`src/rtl/gpio_cfg_pkg.sv`:
```
`default_nettype none
// ============================================================================
// Module      : gpio_cfg_pkg
// Description : Shared definitions for the GPIO configuration serial chain:
//               loader FSM state encoding, default word width and the bit
//               positions of the per-pad configuration fields.
// Revision    : 1.0 - initial release
// ============================================================================
package gpio_cfg_pkg;

    // Default number of configuration bits carried per pad
    localparam int c_cfg_bits_default = 13;

    // Per-pad configuration word layout (shared with the register file and
    // the chain cells beside the pads)
    localparam int c_cfg_mgmt_ena_bit  = 0;
    localparam int c_cfg_oeb_bit       = 1;
    localparam int c_cfg_holdover_bit  = 2;
    localparam int c_cfg_inp_dis_bit   = 3;
    localparam int c_cfg_ib_mode_bit   = 4;
    localparam int c_cfg_anlg_en_bit   = 5;
    localparam int c_cfg_anlg_sel_bit  = 6;
    localparam int c_cfg_anlg_pol_bit  = 7;
    localparam int c_cfg_slow_bit      = 8;
    localparam int c_cfg_vtrip_bit     = 9;
    localparam int c_cfg_dm_lsb        = 10;
    localparam int c_cfg_dm_msb        = 12;

    // Loader FSM state encoding
    typedef logic [2:0] state_t;
    localparam state_t c_st_idle     = 3'd0;
    localparam state_t c_st_fetch    = 3'd1;
    localparam state_t c_st_shift_lo = 3'd2;
    localparam state_t c_st_shift_hi = 3'd3;
    localparam state_t c_st_load     = 3'd4;
    localparam state_t c_st_done     = 3'd5;

    // Larger of two integers, used when sizing shared counters
    function automatic int max_int(input int a, input int b);
        return (a > b) ? a : b;
    endfunction

endpackage
`default_nettype wire

```
`src/rtl/gpio_cfg_phase_timer.sv`:
```
`default_nettype none
// ============================================================================
// Module      : gpio_cfg_phase_timer
// Description : Loadable down-counter. o_tick is high while the count is zero,
//               so a phase loaded with N-1 lasts exactly N cycles.
// Revision    : 1.0 - initial release
// ============================================================================
module gpio_cfg_phase_timer #(
    parameter int WIDTH = 2
) (
    input  logic             clk,
    input  logic             rst,
    input  logic             i_load,
    input  logic [WIDTH-1:0] i_value,
    output logic             o_tick
);

    logic [WIDTH-1:0] r_count;

    // Reload on request, otherwise count down and park at zero
    always_ff @(posedge clk) begin
        if (rst) begin
            r_count <= '0;
        end else if (i_load) begin
            r_count <= i_value;
        end else if (r_count != '0) begin
            r_count <= r_count - WIDTH'(1);
        end
    end

    assign o_tick = (r_count == '0);

endmodule
`default_nettype wire

```
`src/rtl/gpio_cfg_serial_loader.sv`:
```
`default_nettype none
// ============================================================================
// Module      : gpio_cfg_serial_loader
// Description : Walks the pad configuration register file from the highest
//               pad down to pad 0, shifting each word MSB first onto the
//               GPIO daisy chain, then strobes serial_load so every pad
//               latches its new configuration.
// Revision    : 1.0 - initial release
// ============================================================================
module gpio_cfg_serial_loader
    import gpio_cfg_pkg::*;
#(
    parameter int NUM_PADS    = 38,
    parameter int CFG_BITS    = c_cfg_bits_default,
    parameter int CLK_DIV     = 2,
    parameter int LOAD_CYCLES = 2
) (
    input  logic                        wb_clk_i,
    input  logic                        wb_rst_i,
    input  logic                        start,
    output logic [$clog2(NUM_PADS)-1:0] cfg_addr,
    input  logic [CFG_BITS-1:0]         cfg_rdata,
    output logic                        serial_clock,
    output logic                        serial_data_out,
    output logic                        serial_load,
    output logic                        busy,
    output logic                        done
);

    localparam int c_addr_w = $clog2(NUM_PADS);
    localparam int c_bit_w  = $clog2(CFG_BITS);
    localparam int c_div_w  = $clog2(max_int(CLK_DIV, LOAD_CYCLES)) + 1;

    state_t                r_state;
    state_t                w_state_nxt;
    logic [c_addr_w-1:0]   r_pad_cnt;
    logic [c_bit_w-1:0]    r_bit_cnt;
    logic [CFG_BITS-1:0]   r_shift;
    logic [CFG_BITS-1:0]   w_shift_nxt;

    logic                  r_serial_clock;
    logic                  r_serial_data;
    logic                  r_serial_load;
    logic                  r_busy;
    logic                  r_done;

    logic                  w_tick;
    logic                  w_timer_load;
    logic [c_div_w-1:0]    w_timer_value;

    // Every state change starts a new timed phase; only LOAD uses its own length
    assign w_timer_load  = (w_state_nxt != r_state);
    assign w_timer_value = (w_state_nxt == c_st_load) ? c_div_w'(LOAD_CYCLES - 1)
                                                      : c_div_w'(CLK_DIV - 1);

    gpio_cfg_phase_timer #(
        .WIDTH   (c_div_w)
    ) u_phase_timer (
        .clk     (wb_clk_i),
        .rst     (wb_rst_i),
        .i_load  (w_timer_load),
        .i_value (w_timer_value),
        .o_tick  (w_tick)
    );

    // Next-state decode: phase lengths come from the timer tick
    always_comb begin
        w_state_nxt = r_state;
        case (r_state)
            c_st_idle:     if (start) w_state_nxt = c_st_fetch;
            c_st_fetch:    w_state_nxt = c_st_shift_lo;
            c_st_shift_lo: if (w_tick) w_state_nxt = c_st_shift_hi;
            c_st_shift_hi: begin
                if (w_tick) begin
                    if (r_bit_cnt != '0) begin
                        w_state_nxt = c_st_shift_lo;
                    end else if (r_pad_cnt != '0) begin
                        w_state_nxt = c_st_fetch;
                    end else begin
                        w_state_nxt = c_st_load;
                    end
                end
            end
            c_st_load:     if (w_tick) w_state_nxt = c_st_done;
            c_st_done:     w_state_nxt = c_st_idle;
            default:       w_state_nxt = c_st_idle;
        endcase
    end

    // Shift register: capture the word in FETCH, advance after each high phase
    always_comb begin
        w_shift_nxt = r_shift;
        if (r_state == c_st_fetch) begin
            w_shift_nxt = cfg_rdata;
        end else if ((r_state == c_st_shift_hi) && w_tick && (r_bit_cnt != '0)) begin
            w_shift_nxt = r_shift << 1;
        end
    end

    // State, pad counter and bit counter
    always_ff @(posedge wb_clk_i) begin
        if (wb_rst_i) begin
            r_state   <= c_st_idle;
            r_pad_cnt <= c_addr_w'(NUM_PADS - 1);
            r_bit_cnt <= '0;
            r_shift   <= '0;
        end else begin
            r_state <= w_state_nxt;
            r_shift <= w_shift_nxt;
            if ((r_state == c_st_idle) && start) begin
                r_pad_cnt <= c_addr_w'(NUM_PADS - 1);
            end
            if (r_state == c_st_fetch) begin
                r_bit_cnt <= c_bit_w'(CFG_BITS - 1);
            end
            if ((r_state == c_st_shift_hi) && w_tick) begin
                if (r_bit_cnt != '0) begin
                    r_bit_cnt <= r_bit_cnt - c_bit_w'(1);
                end else if (r_pad_cnt != '0) begin
                    r_pad_cnt <= r_pad_cnt - c_addr_w'(1);
                end
            end
        end
    end

    // Outputs registered from the next state so the chain sees clean edges
    always_ff @(posedge wb_clk_i) begin
        if (wb_rst_i) begin
            r_serial_clock <= 1'b0;
            r_serial_data  <= 1'b0;
            r_serial_load  <= 1'b0;
            r_busy         <= 1'b0;
            r_done         <= 1'b0;
        end else begin
            r_serial_clock <= (w_state_nxt == c_st_shift_hi);
            r_serial_data  <= ((w_state_nxt == c_st_shift_lo) || (w_state_nxt == c_st_shift_hi))
                              ? w_shift_nxt[CFG_BITS-1] : 1'b0;
            r_serial_load  <= (w_state_nxt == c_st_load);
            r_busy         <= (w_state_nxt == c_st_fetch)    || (w_state_nxt == c_st_shift_lo) ||
                              (w_state_nxt == c_st_shift_hi) || (w_state_nxt == c_st_load);
            r_done         <= (w_state_nxt == c_st_done);
        end
    end

    assign cfg_addr        = r_pad_cnt;
    assign serial_clock    = r_serial_clock;
    assign serial_data_out = r_serial_data;
    assign serial_load     = r_serial_load;
    assign busy            = r_busy;
    assign done            = r_done;

endmodule
`default_nettype wire

```
`config.mk`:
```
export PLATFORM = sky130hd
export DESIGN_NAME = gpio_cfg_serial_loader
export DESIGN_NICKNAME = d
export VERILOG_FILES = /design/src/rtl/gpio_cfg_pkg.sv /design/src/rtl/gpio_cfg_phase_timer.sv /design/src/rtl/gpio_cfg_serial_loader.sv
export SDC_FILE = /design/constraint.sdc
export NUM_CORES = 1
export LEC_CHECK = 0
export CORE_MARGIN = 10
export CORE_UTILIZATION = 35
export CTS_CLUSTER_SIZE = 12
export DETAILED_ROUTE_END_ITERATION = 8
export GPL_TIMING_DRIVEN = 0
export HOLD_SLACK_MARGIN = 0.06
export SLEW_MARGIN = 20
export SYNTH_ARGS = -nofsm -noshare
export SYNTH_HDL_FRONTEND = slang
export SYNTH_SLANG_ARGS = --single-unit
```
`constraint.sdc`:
```
create_clock -name wb_clk_i -period 2.1 [get_ports wb_clk_i]
set_input_delay 0.525 -clock wb_clk_i [delete_from_list [all_inputs] [get_ports wb_clk_i]]
set_output_delay 0.525 -clock wb_clk_i [all_outputs]
set_load 0.005 [all_outputs]
```
==> Word level (Yosys, flattened, before mapping) <==
Index checks and enable logic that the tools add are counted.
{ "word_totals": {"regBits": 33, "word_cells": 60} }
{ "classes": {"n_addsub": 3, "eq_ne": 10, "mux": 18, "n_bitwise": 1, "n_reduce_logical": 16} }
{ "ops": {"columns": ["op", "n"], "rows": [
  ["13-bit two-way mux", 2],
  ["6-bit two-way mux", 4],
  ["3-bit two-way mux", 6],
  ["3-bit case mux with 5 select lines", 1],
  ["3-bit by 2-bit equality test with 1-bit output, second input constant", 4],
  ["4-bit two-way mux", 3],
  ["3-bit equality test, second input constant", 3],
  ["3-bit by 1-bit equality test with 1-bit output, second input constant", 2],
  ["2-bit nonzero test", 3],
  ["6-bit nonzero test", 1],
  ["6-bit by 1-bit subtractor with 6-bit output, second input constant", 1],
  ["1-bit logical OR", 4],
  ["4-bit nonzero test", 1],
  ["2-bit OR reduction", 2],
  ["4-bit by 1-bit subtractor with 4-bit output, second input constant", 1],
  ["1-bit logical AND", 3],
  ["3-bit zero test", 1],
  ["3-bit inequality test", 1],
  ["2-bit zero test", 1],
  ["1-bit two-way mux", 2],
  ["2-bit by 1-bit subtractor with 2-bit output, second input constant", 1],
  ["1-bit inverter", 1]
]} }

==> Depth between registers and ports, before layout <==
{ "depth": {"ltp_word": 9, "ltp_mapped": 9} }

==> By module <==
Synthesis repeated with hierarchy kept, for this count alone.
{ "hier_totals": {"hier_cells": 182, "hier_area_um2": 1687.9} }
{ "modules_own_cells": {"columns": ["module", "n_inst", "cells_per_inst", "area_each_um2"], "rows": [
  ["gpio_cfg_serial_loader", 1, 170, 1566.5],
  ["gpio_cfg_phase_timer", 1, 12, 121.4]
]} }

==> Worst setup path before layout <==
Ideal clock, no wire load.
{ "synth_timing": {"kind": "flip-flop to flip-flop", "startpoint": "register r_bit_cnt[0]", "endpoint": "register r_pad_cnt[5], in the netlist cfg_addr[5]", "setup_ps": 139, "t_arrival_ps": 1738, "t_required_ps": 1961, "slack_ps": 222, "stages_incl_launch_ff": 9, "synth_period_minus_slack_ps": 1878, "cell_sequence": "dfxtp_1 -> inv_1 -> ha_1 -> or3b_1 -> buf_2 -> a2111oi_4 -> nand2b_1 -> a21oi_1 -> a31oi_1"} }
{ "synth_via": {"elab_chain_len": 3} }
{ "synth_lines": {"columns": ["element", "line", "source"], "rows": [
  ["from (decl)", "gpio_cfg_serial_loader.sv:37", "logic [c_bit_w-1:0] r_bit_cnt;"],
  ["from (signal assigned)", "gpio_cfg_serial_loader.sv:114", "r_bit_cnt <= c_bit_w'(CFG_BITS - 1);"],
  ["from (signal assigned)", "gpio_cfg_serial_loader.sv:118", "r_bit_cnt <= r_bit_cnt - c_bit_w'(1);"],
  ["4-bit nonzero test", "gpio_cfg_serial_loader.sv:117", "if (r_bit_cnt != '0) begin"],
  ["6-bit two-way mux", "gpio_cfg_serial_loader.sv:117", null],
  ["6-bit two-way mux", "gpio_cfg_serial_loader.sv:116", "if ((r_state == c_st_shift_hi) && w_tick) begin"],
  ["to (signal assigned)", "gpio_cfg_serial_loader.sv:104", "r_pad_cnt <= c_addr_w'(NUM_PADS - 1);"],
  ["to (signal assigned)", "gpio_cfg_serial_loader.sv:111", "r_pad_cnt <= c_addr_w'(NUM_PADS - 1);"],
  ["to (signal assigned)", "gpio_cfg_serial_loader.sv:120", "r_pad_cnt <= r_pad_cnt - c_addr_w'(1);"],
  ["to (decl)", "gpio_cfg_serial_loader.sv:36", "logic [c_addr_w-1:0] r_pad_cnt;"]
]} }
Every way passes these cells.
A chain may end at the register's enable or synchronous reset.

==> Worst setup path in the final report <==
{ "layout_timing": {"startpoint": "register r_bit_cnt[0]", "endpoint": "register r_pad_cnt[2], in the netlist cfg_addr[2]"} }
The elaborated chain is that of the path after synthesis.

==> results.json <==
{
  "outcome": "finished clean",
  "grt_antenna_before_repair": 0,
  "synth_compound_area_share_pct": 18.32,
  "max_stage_delay_ns": 0.36,
  "drc": 0,
  "fin_tns_setup_ns": 0,
  "layout_common_cells": "36 x nand2_1, 33 x dfxtp_1, 29 x nor2_1",
  "pwr-share-comb_pct": 18.6,
  "drt-initial-drc-count": 72,
  "detail-route-antenna-nets": 0,
  "skew_ns": 0.008095,
  "ys_ff_latch": 33,
  "total_power_mw": 1.634,
  "antennaDiodeCount": 0,
  "dr.pass1.iters": 4,
  "finalNetCount": 264,
  "drive_gt1_share_pct": 12.24,
  "synth_xor_area_share_pct": 1.039,
  "die_w_um": 89.42,
  "syn_area_per_cell_um2": 8.070,
  "slew_headroom_pct": 65.67,
  "grt_pass1_wl_mm": 6.955,
  "cts-htree-levels": 2,
  "crit_slowest_cell": "a2111oi_4",
  "worstSetupStartpointType": "flop",
  "ios": 27,
  "switchingPower_mw": 0.4344,
  "grtUsageMet1_pct": 12.91,
  "postLayoutCellArea_um2": 2175,
  "p_int_mw": 1.200,
  "cts_buffers": 5,
  "synth_top_area_share_pct": 39.17,
  "die-area_um2": 7996,
  "critPathLaunch": "r_bit_cnt[0]",
  "rows": 25,
  "clock_latency_ns": 0.28,
  "powerDensity_nw_per_um2": 751.6,
  "p_sw_share_pct": 26.58,
  "cpLargestDelayFamily": "compound AO/OA/AOI/OAI gates",
  "synth_area_leaders": "dfxtp_1 39%, nand2_1 8.0%, a311oi_1 6.8%",
  "synth_largest_area_cell": "dfxtp_1",
  "num_vias": 1541,
  "rsz0062_at_grt": "yes",
  "cts.sinks": 33,
  "hp-start": "r_shift[0]",
  "seq_area_frac_synth_pct": 39.17,
  "synthesis.area_um2": 1687,
  "syn_to_final_growth_pct": 28.93,
  "crit_type": "reg2reg",
  "worstPathCellList": "inv_1 -> ha_1 -> or3b_1 -> buf_2 -> a2111oi_4 -> nand2b_1 -> a21oi_1 -> a31oi_1",
  "grt_pass1_vias": 1528,
  "synth_top_family_by_area": "simple AND/OR/NAND/NOR gates",
  "ctsLongestPathBuffers": 2,
  "synth_fa_ha_area_share_pct": 2.967,
  "avgViaCountPerCell": 5.154,
  "cts_tree": "yes",
  "grt_max_degree": 11,
  "final_common_cell": "nand2_1",
  "worst_slew_pin_slew_ns": 0.5149,
  "power.leakage_nw": 0.8119,
  "synth_fp_nets": 229,
  "worstPathArrival_ns": 2.09,
  "hold_class": "reg2reg",
  "ir_drop_mv": 0.3180,
  "critPathMaxFanout": 5,
  "maxCapViolCount": 0,
  "worstSetupEndpointType": "flop",
  "finalSetupViolCount": 0,
  "maxSlewViolCount": 0,
  "die-height_um": 89.42,
  "clk_pin_slew_ns": 0.07,
  "postPlaceCellArea_um2": 2004,
  "final.min_clock_period_ns": 1.938,
  "clockRootBuffer": "clkbuf_8",
  "track_usage_pct": 10.90,
  "top_usage_layer": "met2",
  "fin_crit_sh_pct": 92.27,
  "synthCells": 209,
  "gp_congestion": 0.8515,
  "p_clk_share_pct": 37.9,
  "globalRouteMet2Util_pct": 18.09,
  "grt_use_met3_pct": 3.373,
  "port_buffers": 25,
  "hold_viol": 0,
  "yosys_warnings": 0,
  "synth.distinct_cells": 44,
  "required_ns": 2.25,
  "p_seq_share_pct": 43.5,
  "crit_buf_inv": 2,
  "ctsHoldBuffers": 0,
  "hpwlAfterDp_mm": 2.957,
  "synthSimpleGateAreaFrac_pct": 32.12,
  "start_util_pct": 35.95,
  "synthMuxAreaShare_pct": 0.6677,
  "r2r_start": "r_bit_cnt[0]",
  "globalRouteOverflowTotal": 0,
  "wl_mm": 4.103,
  "clock.fmax_mhz": 516.1,
  "wl_per_cell_um": 13.72,
  "core_um2": 4692
}
==> cells in the mapped netlist, drive strengths merged <==
cell	instances
nor4	1
xnor2	1
a21oi	10
o2111ai	1
and4	1
nand2	37
nand2b	2
a22oi	1
nand4b	1
o21ai	2
dfxtp	33
buf	8
nand3	7
nand4	1
nand3b	3
or3	2
a2111oi	1
o22ai	1
o211ai	1
mux2	1
nor2	30
a31oi	7
and4b	1
nor2b	4
xor2	1
o21a	1
and3	3
or4b	1
clkbuf	4
nor4b	2
or2	1
nor3	5
a211oi	2
nor3b	2
and2	3
ha	4
or3b	1
a311oi	13
inv	9
==> worst reg2reg max path, delay by kind of cell (launching register included) <==
kind / cells / cell delay (ns)
and+or+nand+nor: 2 / 0.44
AOI/OAI and AO/OA: 3 / 0.56
buffers and inverters: 2 / 0.29
adders and majority gates: 1 / 0.19
DFF: 1 / 0.33
==> cell type report <==
class,instances,area [um^2]
plain buffers,12,66.31
fillers,501,2517
clock buffers,7,86.33
inverters,9,33.78
multi-input cells,155,957.2
flip-flops and latches,33,660.6
repair buffers,28,272.8
clock inverters,1,30.03
well taps,54,67.56
==> sequential cells by signal, indices dropped and copies added (netlist names), 2 cells and up <==
signal	count
u_phase_timer.r_count	2
cfg_addr	6
r_state	3
r_shift	13
r_bit_cnt	4
==> metal layers <==
layer | up-vias | routed length, um
li1 | 809 | -
met1 | 701 | 2038
met2 | 27 | 1812
met3 | 4 | 201
met4 | 0 | 50
met5 | - | 0
==> through the flow <==
step | util (%) | hold slack [ns] | setup slack (ns) | instances
floorplan | - | 0.4481 | 0.2224 | 209
global placement | 42.72 | 0.4563 | 0.04090 | 288
detailed placement | 42.72 | 0.4651 | 0.02674 | 288
CTS | 45.31 | 0.4761 | 0.004624 | 296
global route | 46.35 | 0.5019 | -0.01256 | 299
finish | 46.35 | 0.4773 | 0.1623 | 299
==> what timing repair did <==
item / in CTS / in global routing
gates resized for setup: 1 / 8
setup buffers: 0 / 3
hold endpoints to repair: 0 / 0
setup endpoints to repair: 1 / 10
pin swaps: 0 / 1
==> worst paths after layout <==
check                 to  slack (ns)  cells past startpoint
max          cfg_addr[2]        0.16                      8
max reg2reg  cfg_addr[2]        0.16                      8
min           r_shift[0]        0.48                      2
min reg2reg   r_shift[0]        0.48                      2
==> logic make-up after synthesis <==
family,Yosys count
compound gates,40
flops,33
mux,1
buf+inv,21
fa+ha+maj,4
xor+xnor,2
simple gates,108
==> power by group through the flow <==
| stage | combinational [mW] | clock (mW) | sequential (mW) |
|---|---|---|---|
| 2_1_floorplan | 0.206 | 0 | 0.716 |
| 3_3_place_gp | 0.293 | 0 | 0.723 |
| 3_5_place_dp | 0.295 | 0 | 0.723 |
| 4_1_cts | 0.298 | 0.636 | 0.711 |
| 5_1_grt | 0.341 | 0.664 | 0.717 |
| 6_report | 0.304 | 0.620 | 0.711 |
Power figures use the tool's default switching activity.
